File: src/rtl/seg_timer_pkg.sv
// seg_timer_pkg: segment patterns, per-digit moduli and load clamping for seg_timer_multi
package seg_timer_pkg;
  localparam logic [6:0] SEG_BLANK = 7'b0000000;
  localparam logic [6:0] SEG_0 = 7'b1111110;
  localparam logic [3:0] MAX_ONES = 4'd9;
  localparam logic [3:0] MAX_TENS_MS = 4'd5;
  localparam logic [3:0] MAX_TENS_H = 4'd9;
  function automatic logic [6:0] seg_decode(input logic [3:0] d);
    case (d)
      4'd0: return SEG_0;
      4'd1: return 7'b0110000;
      4'd2: return 7'b1101101;
      4'd3: return 7'b1111001;
      4'd4: return 7'b0110011;
      4'd5: return 7'b1011011;
      4'd6: return 7'b1011111;
      4'd7: return 7'b1110000;
      4'd8: return 7'b1111111;
      4'd9: return 7'b1111011;
      default: return SEG_BLANK;
    endcase
  endfunction
  // Even positions are ones digits; position 5 is the hours tens digit.
  function automatic int digit_mod(input int i);
    return (i % 2 == 0 || i == 5) ? 10 : 6;
  endfunction
  function automatic logic [3:0] clamp_digit(input logic [3:0] d, input int i);
    logic [3:0] lim;
    lim = (i % 2 == 0) ? MAX_ONES : (i == 5) ? MAX_TENS_H : MAX_TENS_MS;
    return d > lim ? lim : d;
  endfunction
endpackage

File: src/rtl/seg_timer_multi_digit.sv
// bcd_mod_digit: one modulo-MOD BCD digit with load, up/down step and wrap detection
module bcd_mod_digit #(
  parameter int MOD = 10
) (
  input  logic       clk,
  input  logic       rst,
  input  logic       i_en,
  input  logic       i_down,
  input  logic       i_load,
  input  logic [3:0] i_load_d,
  output logic [3:0] o_q,
  output logic       o_wrap,
  output logic       o_is_zero
);
  localparam logic [3:0] MAX = 4'(MOD - 1);
  logic [3:0] r_q;
  assign o_q = r_q;
  assign o_is_zero = r_q == 4'd0;
  // Wrap is ungated by i_en so the top can form all carries without a feedback loop.
  assign o_wrap = i_down ? o_is_zero : r_q == MAX;
  always_ff @(posedge clk or posedge rst)
    if (rst) r_q <= '0;
    else if (i_load) r_q <= i_load_d;
    else if (i_en) r_q <= i_down ? (o_is_zero ? MAX : r_q - 4'd1) : (o_wrap ? 4'd0 : r_q + 4'd1);
endmodule

File: src/rtl/seg_timer_multi.sv
// seg_timer_multi: multiplexed 7-segment up/down timer with run control, preset load and expiry
module seg_timer_multi
  import seg_timer_pkg::*;
#(
  parameter int N_DIG = 4,
  parameter int CC = 1,
  parameter int FREQ = 2000,
  parameter int SCAN_PER_SEC = 25,
  parameter int BLANK_LZ = 0
) (
  input  logic               clk,
  input  logic               rst,
  input  logic               start,
  input  logic               stop,
  input  logic               clear,
  input  logic               mode_down,
  input  logic               load_en,
  input  logic [4*N_DIG-1:0] load_val,
  output logic [6:0]         seven_seg,
  output logic [N_DIG-1:0]   digit_en,
  output logic               running,
  output logic               expired
);
  localparam int DD_RAW = FREQ / (N_DIG * SCAN_PER_SEC);
  localparam int DIG_DUR = DD_RAW < 1 ? 1 : DD_RAW;
  localparam int CW = DIG_DUR > 1 ? $clog2(DIG_DUR) : 1;
  localparam int PW = $clog2(FREQ);
  localparam int IW = $clog2(N_DIG);
  logic [4*N_DIG-1:0] w_qv, w_ld;
  logic [N_DIG-1:0] w_zero, w_lim, w_cy, w_lz, w_den;
  logic w_tick, w_load, w_go, w_all_zero, w_at_one, w_expire, w_blank, w_scan_tc, w_unused;
  logic [6:0] w_seg;
  logic r_run, r_exp;
  logic [PW-1:0] r_pre;
  logic [CW-1:0] r_scan;
  logic [IW-1:0] r_idx;
  logic [6:0] r_seg;
  logic [N_DIG-1:0] r_den;
  assign w_tick = r_run && r_pre == PW'(FREQ - 1);
  assign w_load = clear | load_en;
  assign w_go = start & ~stop;
  assign w_all_zero = &w_zero;
  assign w_at_one = w_qv[3:0] == 4'd1 && &w_zero[N_DIG-1:1];
  assign w_expire = w_tick & mode_down & w_at_one & ~w_load;
  assign w_unused = w_lim[N_DIG-1];
  genvar i;
  generate
    for (i = 0; i < N_DIG; i++) begin : g_dig
      if (i == 0) begin : g_c0
        assign w_cy[i] = w_tick;
      end else begin : g_cn
        assign w_cy[i] = w_tick & (&w_lim[i-1:0]);
      end
      assign w_ld[4*i+:4] = clear ? 4'd0 : clamp_digit(load_val[4*i+:4], i);
      assign w_lz[i] = &w_zero[N_DIG-1:i];
      bcd_mod_digit #(.MOD(digit_mod(i))) u_dig (
        .clk      (clk),
        .rst      (rst),
        .i_en     (w_cy[i]),
        .i_down   (mode_down),
        .i_load   (w_load),
        .i_load_d (w_ld[4*i+:4]),
        .o_q      (w_qv[4*i+:4]),
        .o_wrap   (w_lim[i]),
        .o_is_zero(w_zero[i])
      );
    end
  endgenerate
  assign w_scan_tc = r_scan == CW'(DIG_DUR - 1);
  assign w_blank = BLANK_LZ != 0 && r_idx != '0 && w_lz[r_idx];
  assign w_seg = w_blank ? SEG_BLANK : seg_decode(w_qv[4*r_idx+:4]);
  assign w_den = N_DIG'(1) << r_idx;
  always_ff @(posedge clk or posedge rst)
    if (rst) begin
      r_run <= 1'b0;
      r_exp <= 1'b0;
      r_pre <= '0;
      r_scan <= '0;
      r_idx <= '0;
      r_seg <= CC != 0 ? SEG_0 : ~SEG_0;
      r_den <= CC != 0 ? ~N_DIG'(1) : N_DIG'(1);
    end else begin
      r_run <= (w_load | stop | w_expire) ? 1'b0 : w_go ? ~(mode_down & w_all_zero) : r_run;
      r_exp <= w_load ? 1'b0 : (w_expire | (w_go & mode_down & w_all_zero)) ? 1'b1 : w_go ? 1'b0 : r_exp;
      r_pre <= w_load ? '0 : w_tick ? '0 : r_run ? r_pre + 1'b1 : r_pre;
      r_scan <= w_scan_tc ? '0 : r_scan + 1'b1;
      r_idx <= w_scan_tc ? (r_idx == IW'(N_DIG - 1) ? '0 : r_idx + 1'b1) : r_idx;
      r_seg <= CC != 0 ? w_seg : ~w_seg;
      r_den <= CC != 0 ? ~w_den : w_den;
    end
  assign seven_seg = r_seg;
  assign digit_en = r_den;
  assign running = r_run;
  assign expired = r_exp;
endmodule

File: config.mk
export PLATFORM = sky130hd
export DESIGN_NAME = seg_timer_multi
export DESIGN_NICKNAME = d
export VERILOG_FILES = /design/src/rtl/seg_timer_pkg.sv /design/src/rtl/seg_timer_multi_digit.sv /design/src/rtl/seg_timer_multi.sv
export SDC_FILE = /design/constraint.sdc
export NUM_CORES = 1
export LEC_CHECK = 0
export CAP_MARGIN = 40
export CORE_UTILIZATION = 50
export DETAILED_ROUTE_END_ITERATION = 10
export GPL_ROUTABILITY_DRIVEN = 0
export HOLD_SLACK_MARGIN = 0.15
export PLACE_DENSITY = 0.74
export SETUP_SLACK_MARGIN = 0.15
export SLEW_MARGIN = 30
export SYNTH_ARGS = -nofsm -noshare
export SYNTH_HDL_FRONTEND = slang
export SYNTH_SLANG_ARGS = --single-unit
export TNS_END_PERCENT = 10
File: constraint.sdc
create_clock -name clk -period 2.69 [get_ports clk]
set_clock_uncertainty 0.15 [all_clocks]
set_input_delay 0.269 -clock clk [delete_from_list [all_inputs] [get_ports clk]]
set_output_delay 0.269 -clock clk [all_outputs]
set_load 0.01 [all_outputs]
* Word level (Yosys, flattened, before mapping)
Memory sizes are Yosys's and may differ from the RTL's. A register that Yosys moved wholly into a read port is not among the register bits.
Cells that the tools add are included.
** Storage, ports and cells
- Bits in registers :: 40
- Bits in read-only memories :: 112
- Bits of input ports :: 23
- Output and inout port bits :: 13
- Word-level logic and storage cells :: 113
- Memories kept :: 1
** Memory list
- (no name shown) :: words 16, bits a word 7, rd ports 1, clocked after Yosys merged registers in 1, write ports 0, RTL line seg_timer_pkg.sv:9 : case (d)
** Cells by class
- Add/sub/neg operators :: 11
- Order comparisons :: 4
- Eq/ne operators :: 8
- Shifts and indexed selects :: 2
- Muxes and demuxes :: 42
- Bitwise gates (word level) :: 18
- Reductions and logical operators :: 17
** Operator list (number)
- 4-bit two-way mux :: 28
- 11-bit two-way mux :: 3
- 4-bit by 1-bit adder with 4-bit output (second input constant) :: 4
- 4-bit zero test :: 4
- 16-bit by 5-bit indexed part select with 4-bit output :: 1
- 4-bit by 1-bit subtractor with 4-bit output (second input constant) :: 4
- 11-bit by 1-bit adder with 11-bit output (second input constant) :: 1
- 11-bit equality test (second input constant) :: 1
- 1-bit bitwise AND :: 10
- 2-bit nonzero test :: 5
- 1-bit two-way mux :: 9
- 4-bit by 3-bit equality test with 1-bit output (second input constant) :: 2
- 4-bit equality test (second input constant) :: 2
- 4-bit by 3-bit > comparator with 1-bit output (second input constant) :: 2
- 4-bit > comparator (second input constant) :: 2
- 3-bit AND reduction :: 2
- 3-bit nonzero test :: 2
- 5-bit by 1-bit adder with 5-bit output (second input constant) :: 1
- 5-bit equality test (second input constant) :: 1
- 5-bit two-way mux :: 1
- 4-bit by 1-bit equality test with 1-bit output (second input constant) :: 1
- 4-bit inverter :: 1
- 1-bit bitwise OR :: 4
- 4-bit AND reduction :: 1
- other kinds (7) :: 10

* Logic depth before layout (Yosys ltp)
Gate-level depths: netlist of run 1.
- Depth in word-level cells :: 8
- Depth in mapped cells :: 8
- Gate-level depth less buffers :: 7

* By module
Synthesis of run 1 repeated with hierarchy kept, for this count alone.
** Second synthesis, totals
- Cells, all modules :: 382
- Area total of the unflattened synthesis :: 3512.1 um2
** Modules (own cells, without submodules)
- seg_timer_multi :: instances 1, cells an instance 180, area each 1828.0 um2, seq. area each 787.0 um2
- bcd_mod_digit at g_dig[1].u_dig ... :: instances 2, cells an instance 52, area each 444.2 um2, seq. area each 100.1 um2
- bcd_mod_digit at g_dig[0].u_dig ... :: instances 2, cells an instance 49, area each 397.9 um2, seq. area each 100.1 um2

* Worst setup path after synthesis of run 1
Ideal clock, no wire load.
- Path type :: reg2reg
- Start :: reg g_dig[2].u_dig.r_q[0]
- End :: reg g_dig[3].u_dig.r_q[1]
- Library setup time :: 0.125 ns
- Arrival :: 1.940 ns
- Required time :: 2.415 ns
- Setup slack :: 0.475 ns
- Stages on the path, launching flop included :: 8
- Buffers on the path :: 0
- Clock period less this slack :: 2.215 ns
- Cells stage by stage :: dfrtp_1 -> inv_1 -> ha_1 -> inv_1 -> or3_1 -> a21o_1 -> o31ai_4 -> mux2_2
** Between the ends
- Longest elaborated chain between the ends :: 5
- Elaborated cells between the ends (all ways) :: 6
- Those cells by class :: eq/ne (1); mux (1); bitwise (1); reduce/logical (3)
** RTL lines
- start, declared :: RTL line seg_timer_multi_digit.sv:16 : logic [3:0] r_q;
- start signal, assigned :: RTL line seg_timer_multi_digit.sv:23 : else if (i_load) r_q <= i_load_d;
- start signal, assigned :: RTL line seg_timer_multi_digit.sv:24 : else if (i_en) r_q <= i_down ? (o_is_zero ? MAX : r_q - 4'd1) : (o_wrap ? 4'd0 : r_q + 4'd1);
- 4-bit equality test / 4-bit zero test (equally long branches) :: RTL line seg_timer_multi_digit.sv:20, seg_timer_multi_digit.sv:18
- 1-bit two-way mux (*) :: RTL line seg_timer_multi_digit.sv:20 : assign o_wrap = i_down ? o_is_zero : r_q == MAX;
- 3-bit AND reduction (*) :: RTL line seg_timer_multi.sv:52 : assign w_cy[i] = w_tick & (&w_lim[i-1:0]);
- 1-bit bitwise AND (*) :: RTL line seg_timer_multi.sv:52
- 2-bit nonzero test (no source line) (*)
- end signal, assigned :: RTL line seg_timer_multi_digit.sv:23
- end signal, assigned :: RTL line seg_timer_multi_digit.sv:24
- end, declared :: RTL line seg_timer_multi_digit.sv:16
Mark *: on every way between the ends. The rest lies on a longest branch, timed or not.
A chain may end at the register's enable or synchronous reset.

* Worst setup path in the final report of run 1
Ends and elaborated chain as after synthesis.

==> results.md, run 1 <==
Logic synthesis:
- The multiplexer fraction of the synthesized cell area is 5.716%.
- By area the synthesized netlist is led by dfrtp_1, ha_1, dfstp_2.
- The synthesized netlist occupies a cell area of 3283 um^2.
- The count of unique library cells instantiated by Yosys is 58.
- Summing the areas of all xor and xnor instances in the mapped netlist gives 2.401% of the synthesized area.
- The fraction of the yosys area taken by sequential cells is 36.17%.
- In this run the mean area of a mapped cell was 8.995 um^2.
- The share of flip-flops with an asynchronous set or reset is 100.0%.
- Summing the areas of all and, or, nand and nor instances in the mapped netlist gives 18.64% of the synthesized area.
- The biggest area contributor in the post-synthesis netlist is dfrtp_1.
- The synthesized netlist devotes 20.81% of its cell area to compound gates.
- The number of standard cells after synthesis is 365.
- The number of flops mapped to enable cells by yosys is 0.
- The share of Yosys cell area claimed by the top area cell type is 28.96%.
- After synthesis the netlist holds a flip-flop and latch count of 47.
- After synthesis, the most frequently instantiated cells are dfrtp_1, inv_1, nor2_1.
- For this run, the leading register cell type out of synthesis is dfrtp_1.
- dfrtp_1 is the most common cell in the netlist.
- The post-synthesis net count is 416.
- By area, the combinational part of the netlist is dominated by compound AO/OA/AOI/OAI gates.
- The Yosys step of the flow raised 0 warnings.
- After Yosys synthesis, full adders, half adders and majority gates account for 10.67% of the synthesized area.

Finish:
- The sequential cells in the finished layout cover a total of 1187 um^2.
- With fillers left out, the area of the finished cells amounts to 3877 um^2.
- The share of final-layout standard cells stronger than drive strength 1 is 10.95%.
- The filler cells instantiated in the layout total 537.
- The multi-input combinational cell area is 1912 um^2.
- The number of diodes added for antenna fixing is 0.
- The final layout contains 452 nets.
- The area growth from synthesis to layout is 18.10%.

Job:
- Max-cap violations in this run came to 0.

Setup path:
- The worst register-to-register path begins at g_dig[2].u_dig.o_q[0]$_DFFE_PP0P_.
- The depth of the worst register-to-register path is 7.
- The cell family contributing the most delay on the critical path is compound AO/OA/AOI/OAI gates.
- The sort of element at the start of the critical path is a flip-flop.
- The endpoint kind of the worst setup timing path is a flip-flop.
- The most common cell type on the critical path is inv_1.
- The buffering stage count on the worst path with inverters included is 2.
- The reg-to-reg setup timing slack is 0.31 ns.
- Along the worst path, the maximum fanout reaches 6.
- Data on the critical path is required at its endpoint by 2.74 ns.
- The slowest cell on the critical path is dfrtp_1.
- The critical path data arrival time is 2.43 ns.
- Walking the worst path, the cells encountered are inv_1, ha_1, inv_1, or3_1, a21o_1, o31ai_4, mux2_2.
- The category of the most critical setup path is reg -> reg.
- In this run the critical register-to-register path is captured at g_dig[3].u_dig.o_q[1]$_DFFE_PP0P_.
- The highest cell delay on the worst timing path is 0.45 ns.

Global route:
- The initial antenna violation count is 0.
- The number of global-route vias before repair came to 2716.
- Global routing used 23.24% of the available tracks across all layers.
- The wire length of the first global-routing pass is 13.01 mm.
- Global routing finished with a remaining overflow of 0.
- The largest net degree at the start of global routing is 27.

Placement:
- Once placement finished, the instance area stood at 3762 um^2.
- The worst slack at placement is 0.2359 ns.
- The count of input and output buffers is 35.
- The placed wire-length estimate is 5.590 mm.

Die:
- From bottom edge to top edge, the die measures 83.03 um.
- 36 I/O pins were placed.
- The initial core utilization is 51.70%.
- In this run the standard cell core region covers 6350 um^2.
- The floorplan step set the die width to 83.03 um.
- The number of cell rows is 29.
- The die area is 6894 um^2.

Timing:
- Counting I/O delays and the setup requirement, the final critical path takes 2.377 ns.
- Setup repair after global routing left no endpoint under its margin.
- The max-slew violation count came to 0.
- Based on the critical path, the design can be clocked at up to 0.4206 GHz.
- The final worst setup slack is 0.3126 ns.
- The worst slew slack as a fraction of its limit is 64.06%.
- The number of hold violations in the final report is 0.
- Setup violations remaining at the end of the flow were counted as 0.
- The worst hold margin is 0.1750 ns.
- After routing, the total negative slack on setup checks comes to 0 ns.
- The final clock period utilization by the worst path is 88.38%.
- The transition time of the tightest slew-check pin is 0.5380 ns.

Power and ir drop:
- The cell area power density is 466.5 nW/um^2.
- Per report_power, the combinational group accounts for 24.9% of the total.
- Of the total power, the clock network draws 29.9%.
- After layout, the design draws a total of 1.809 mW.
- Cell internal power was estimated by the tool at 1.260 mW.
- In this run the power spent charging and discharging nets is 0.5488 mW.
- The cell leakage power is 1.585 nW.
- Of the total power, the share spent switching nets is 30.34%.
- Per report_power, the sequential group accounts for 45.2% of the total.
- The worst ir drop on vdd is 0.3187 mV.

CTS:
- The deepest level of the CTS H-tree is 2.
- The number of buffers inserted during clock tree synthesis is 5.
- The number of clock sinks is 47.
- The clock insertion delay at the later pin of the skew report is 0.30 ns.
- TritonCTS built the clock tree.
- The tree is rooted in a clkbuf_8.
- The post-cts resize count is 0.
- The worst-case clock buffer depth is 2.
- The post-CTS setup repair buffer count is 0.
- The number of hold buffers added after CTS was 0.
- The post-CTS clock slew at the launch and capture registers of the worst setup and hold paths is 0.10 ns.

Routing:
- The detail route stage leaves a number of antenna-violating nets equal to 0.
- The post-detailed-route DRC marker count is 0.
- The number of detailed-routing iterations run before antenna repair is 4.
- After detailed routing, the number of vias per cell comes to 5.939.
- For this block, the routed nets add up to 7.552 mm of wire.
- The detailed-route via count is 2845.
- The number of DRC markers after the initial detailed-route iteration is 132.
- The routed length per placed instance is 15.77 um.

Worst hold path:
- The worst min-delay path category is in -> async.

Status:
- The flow ran to the end, and the final reports show no timing, DRC or antenna violations.
==> through the flow <==
| step | std cells | util, % |
|---|---|---|
| detailed placement | 471 | 59.25 |
| floorplan | 365 | - |
| global placement | 471 | 59.25 |
| finish | 479 | 61.06 |
| global route | 479 | 61.06 |
| CTS | 479 | 61.06 |
==> worst max-delay path by stage <==
stage                                                  from                                end  cells after the start
final                     g_dig[2].u_dig.o_q[0]$_DFFE_PP0P_  g_dig[3].u_dig.o_q[1]$_DFFE_PP0P_                      7
after global routing      g_dig[2].u_dig.o_q[0]$_DFFE_PP0P_  g_dig[3].u_dig.o_q[1]$_DFFE_PP0P_                      7
after CTS                 g_dig[2].u_dig.o_q[0]$_DFFE_PP0P_  g_dig[3].u_dig.o_q[1]$_DFFE_PP0P_                      7
after detailed placement                          mode_down  g_dig[3].u_dig.o_q[1]$_DFFE_PP0P_                      7
after global placement                            mode_down  g_dig[3].u_dig.o_q[1]$_DFFE_PP0P_                      7
after floorplan           g_dig[2].u_dig.o_q[0]$_DFFE_PP0P_  g_dig[3].u_dig.o_q[1]$_DFFE_PP0P_                      7
==> kinds of logic (layout without fill, tap and decap cells) <==
kind of cell | Yosys count | count (layout)
AND/OR/NAND/NOR | 119 | 119
AO/OA/AOI/OAI | 103 | 103
flip-flops | 47 | 47
buffers and inverters | 47 | 84
adder cells (fa/ha/maj) | 28 | 28
multiplexers | 12 | 12
XOR/XNOR | 9 | 9
==> power by group through the flow <==
stage	logic (mW)	clock network [mW]	registers, mW
2_1_floorplan	0.284	0	0.820
3_3_place_gp	0.436	0	0.830
3_5_place_dp	0.445	0	0.831
4_1_cts	0.448	0.548	0.818
5_1_grt	0.497	0.577	0.828
6_report	0.451	0.541	0.817
==> layer usage <==
metal	part of all wire, %	global-route usage [%]
met5	0	0
met4	2.1	7.680
met3	4.5	3.181
met2	49	38.45
met1	44	31.50
==> cell usage in the layout, fill, tap and decap left out, types with 3 or more instances in the layout <==
| cell | count |
|---|---|
| or3_1 | 6 |
| dfrtp_1 | 38 |
| ha_1 | 28 |
| buf_4 | 8 |
| nand2_1 | 28 |
| nand3_1 | 12 |
| nor2b_1 | 8 |
| xnor2_1 | 7 |
| nor2_1 | 29 |
| clkbuf_8 | 5 |
| a211oi_1 | 5 |
| nor3_1 | 8 |
| o311ai_0 | 3 |
| clkdlybuf4s50_1 | 35 |
| a31oi_1 | 4 |
| mux2_2 | 4 |
| and2_1 | 3 |
| a211o_1 | 3 |
| dfstp_2 | 9 |
| nand2b_1 | 6 |
| a22o_1 | 4 |
| o21a_1 | 3 |
| o21ai_0 | 27 |
| a21oi_1 | 24 |
| and4_1 | 3 |
| inv_1 | 30 |
| o22ai_1 | 8 |
| mux2i_1 | 3 |
| mux4_2 | 5 |
==> registers in the layout, indices dropped and copies added (netlist names) <==
name / flops
seven_seg: 7
digit_en: 4
expired: 1
running: 1
g_dig.u_dig.o_q: 16
r_scan: 5
r_idx: 2
r_pre: 11
==> final cells by class <==
cell class                      instances  area share, %
Timing Repair Buffer                   45          11.62
Multi-Input combinational cell        271          49.31
Clock inverter                          3          1.194
Tap cell                               77          2.485
Inverter                               31          3.001
Clock buffer                            5          1.775
Sequential cell                        47          30.62
(Power assumes the default switching activity.)
==> run 2: changes to the inputs <==
Settings changed: ABC_CLOCK_PERIOD_IN_PS set to 2690, CAP_MARGIN 40 to 10, CTS_CLUSTER_DIAMETER set to 80.
==> results of run 2 <==
No change in the layout: final DEF, timing and power equal those of run 1.
==> run 3: changes to the inputs <==
Settings changed: CAP_MARGIN 10 to 0, CORE_UTILIZATION 50 to 45, PLACE_DENSITY 0.74 to 0.68.
==> results.md, run 3 (synthesis results as in run 1) <==
Status:
- The flow ran to the end, and the final reports show no timing, DRC or antenna violations.

Placement:
- The instance area after placement is 3781 um^2.
- Input and output buffers added on the ports amount to 35.
- Detailed placement ended at an HPWL of 5.552 mm.
- The total placed cells including tap cells is 491.

Die:
- In this run the count of I/O pins placed on the die edge is 36.
- The overall die height is 87.42 um.
- The core region is 6907 um^2.
- Row generation in the floorplan step produced 30 rows.
- The initial core utilization is 47.54%.
- The floorplan step defined a die boundary enclosing 7641 um^2.
- In this run the horizontal extent of the chip is 87.42 um.

Routing:
- The antenna violation net count after detailed routing is 0.
- After detailed routing, the number of vias per cell comes to 5.631.
- The post-detailed-route DRC marker count is 0.
- The routed length per placed instance is 14.84 um.
- Detailed routing inserted a total of 2810 vias.
- The routed wire length is 7.403 mm.
- The number of DRC markers after the initial detailed-route iteration is 190.
- Before antenna repair, the detailed router went through 4 iterations.

Finish:
- The most common cell after layout, fill and taps aside is dfrtp_1.
- The area growth from synthesis to layout is 18.18%.
- The flip-flop count of the largest register after layout is 16.
- The top cell types in the final layout, fill and taps aside, are dfrtp_1, clkdlybuf4s50_1, inv_1.
- Counting the fill cells in the layout gives 638.
- Excluding fillers, the count of instances in the completed layout stands at 499.
- At the end of the flow, the number of nets in the layout was 453.
- 0 antenna diodes ended up in the layout.
- The utilization after layout is 56.18%.
- The share of final-layout standard cells stronger than drive strength 1 is 11.17%.
- The final non-filler cell area is 3880 um^2.

CTS:
- The clock insertion delay at the later pin of the skew report is 0.30 ns.
- The deepest level of the CTS H-tree is 2.
- The worst-case clock buffer depth is 2.
- The post-CTS clock slew at the launch and capture registers of the worst setup and hold paths is 0.09 ns.
- In this run, CTS created clock tree buffers numbering 5.
- The cell at the root of the clock tree is clkbuf_8.
- The clock tree from TritonCTS is done.
- The number of hold buffers added after CTS is 0.
- Clock tree synthesis found a total of 47 sinks.
- Post-CTS repair changed the size of 0 cells.

Setup path:
- STA classifies the critical path endpoint as a flip-flop.
- The depth of the worst register-to-register path is 7.
- The category of the most critical setup path is reg -> reg.
- STA puts the critical path data required time at 2.73 ns.
- The startpoint of the most critical register-to-register path is g_dig[0].u_dig.o_q[0]$_DFFE_PP0P_.
- The worst register-to-register path has a setup slack of 0.30 ns.
- The most critical setup path has its endpoint at g_dig[3].u_dig.o_q[1]$_DFFE_PP0P_.
- Along the worst path, the maximum fanout reaches 8.
- The worst setup path is launched from a flip-flop.
- STA puts the critical path data arrival time at 2.43 ns.
- The most critical setup path has its startpoint at g_dig[0].u_dig.o_q[0]$_DFFE_PP0P_.
- The endpoint of the worst-slack reg-to-reg timing path is g_dig[3].u_dig.o_q[1]$_DFFE_PP0P_.

Global route:
- In the global route stage, overall resource usage came out at 21.39%.
- The number of global-route vias before repair is 2696.
- The total overflow left after global routing is 0.
- Entering global routing, the biggest net connects 26 pins.
- The wire length of the first global-routing pass is 12.81 mm.
- The initial antenna violation count is 0.

Timing:
- The number of hold violations in the final report was 0.
- At the pin with the least slew margin, the transition time is 0.5103 ns.
- The total negative slack is 0 ns.
- Setup repair after global routing left no endpoint under its margin.
- The worst slew slack as a fraction of its limit is 65.91%.
- Setup violations remaining at the end of the flow were counted as 0.
- The post-layout minimum cycle time is 2.387 ns.
- For this run, the top clock speed supported by timing is 0.4190 GHz.
- The worst path uses 88.72% of the clock period.
- The worst hold margin is 0.1721 ns.
- The max-slew violation count was 0.

Worst hold path:
- The worst min-delay path category is in -> async.

Power and ir drop:
- The worst ir drop on vdd is 0.2525 mV.
- Summed over all cells, the static leakage comes to 1.578 nW.
- Dividing total power by cell area gives a power density of 442.9 nW/um^2.

Job:
- Max-cap violations in this run came to 0.
-- run 3: per-stage QoR --
step	total power, mW	setup WS (ns)
finish	1.718	0.3035
global route	1.831	0.1551
CTS	1.736	0.2616
floorplan	1.104	0.4748
detailed placement	1.272	0.1719
global placement	1.266	0.2213
-- run 3: area by class of cell --
class / count / area [um^2] / share of cell area [%]
flip-flops and latches: 47 / 1187 / 30.60
repair buffers: 46 / 445.4 / 11.48
well taps: 96 / 120.1 / 3.096
multi-input cells: 271 / 1912 / 49.27
inverters: 31 / 116.4 / 2.999
clock buffers: 6 / 82.58 / 2.128
clock inverters: 2 / 16.27 / 0.4192
-- run 3: how the worst min path moves through the flow --
| stage | startpoint | endpoint | slack, ns | cells after the start |
|---|---|---|---|---|
| final | rst | expired$_DFFE_PP0P_ | 0.17 | 2 |
| after floorplan | stop | running$_DFFE_PP0P_ | 0.19 | 1 |
| after CTS | rst | expired$_DFFE_PP0P_ | 0.19 | 2 |
| after global placement | r_scan[0]$_DFF_PP0_ | r_scan[0]$_DFF_PP0_ | 0.30 | 1 |
| after global routing | rst | expired$_DFFE_PP0P_ | 0.21 | 2 |
| after detailed placement | r_scan[0]$_DFF_PP0_ | r_scan[0]$_DFF_PP0_ | 0.31 | 1 |
-- run 3: layer usage --
layer / part of all wire, % / global-route usage [%] / routed length [um] / up-vias
met4: 1.7 / 7.303 / 125 / 0
met1: 45 / 28.53 / 3340 / 1336
met5: 0 / 0 / 0 / -
met3: 5.6 / 2.654 / 413 / 10
met2: 48 / 35.87 / 3524 / 82
li1: - / - / - / 1382
-- run 3: critical path, stage by stage, from the launching register on --
cell,delay [ns]
dfrtp_1,0.48
inv_1,0.14
ha_1,0.25
nand4bb_1,0.18
nand2_1,0.18
nand2_2,0.13
o31ai_4,0.39
mux2_2,0.37
-- run 3: power by group --
group          total, mW  switching [mW]  internal, mW
logic              0.446           0.232         0.214
registers          0.816          0.0528         0.763
clock network      0.456           0.246         0.210
total               1.72           0.531          1.19
-- run 3: repair_timing --
item / 4_1_cts / 5_1_grt
endpoints found under the setup margin: 0 / 1
setup buffers: 0 / 0
hold endpoints to repair: 0 / 0
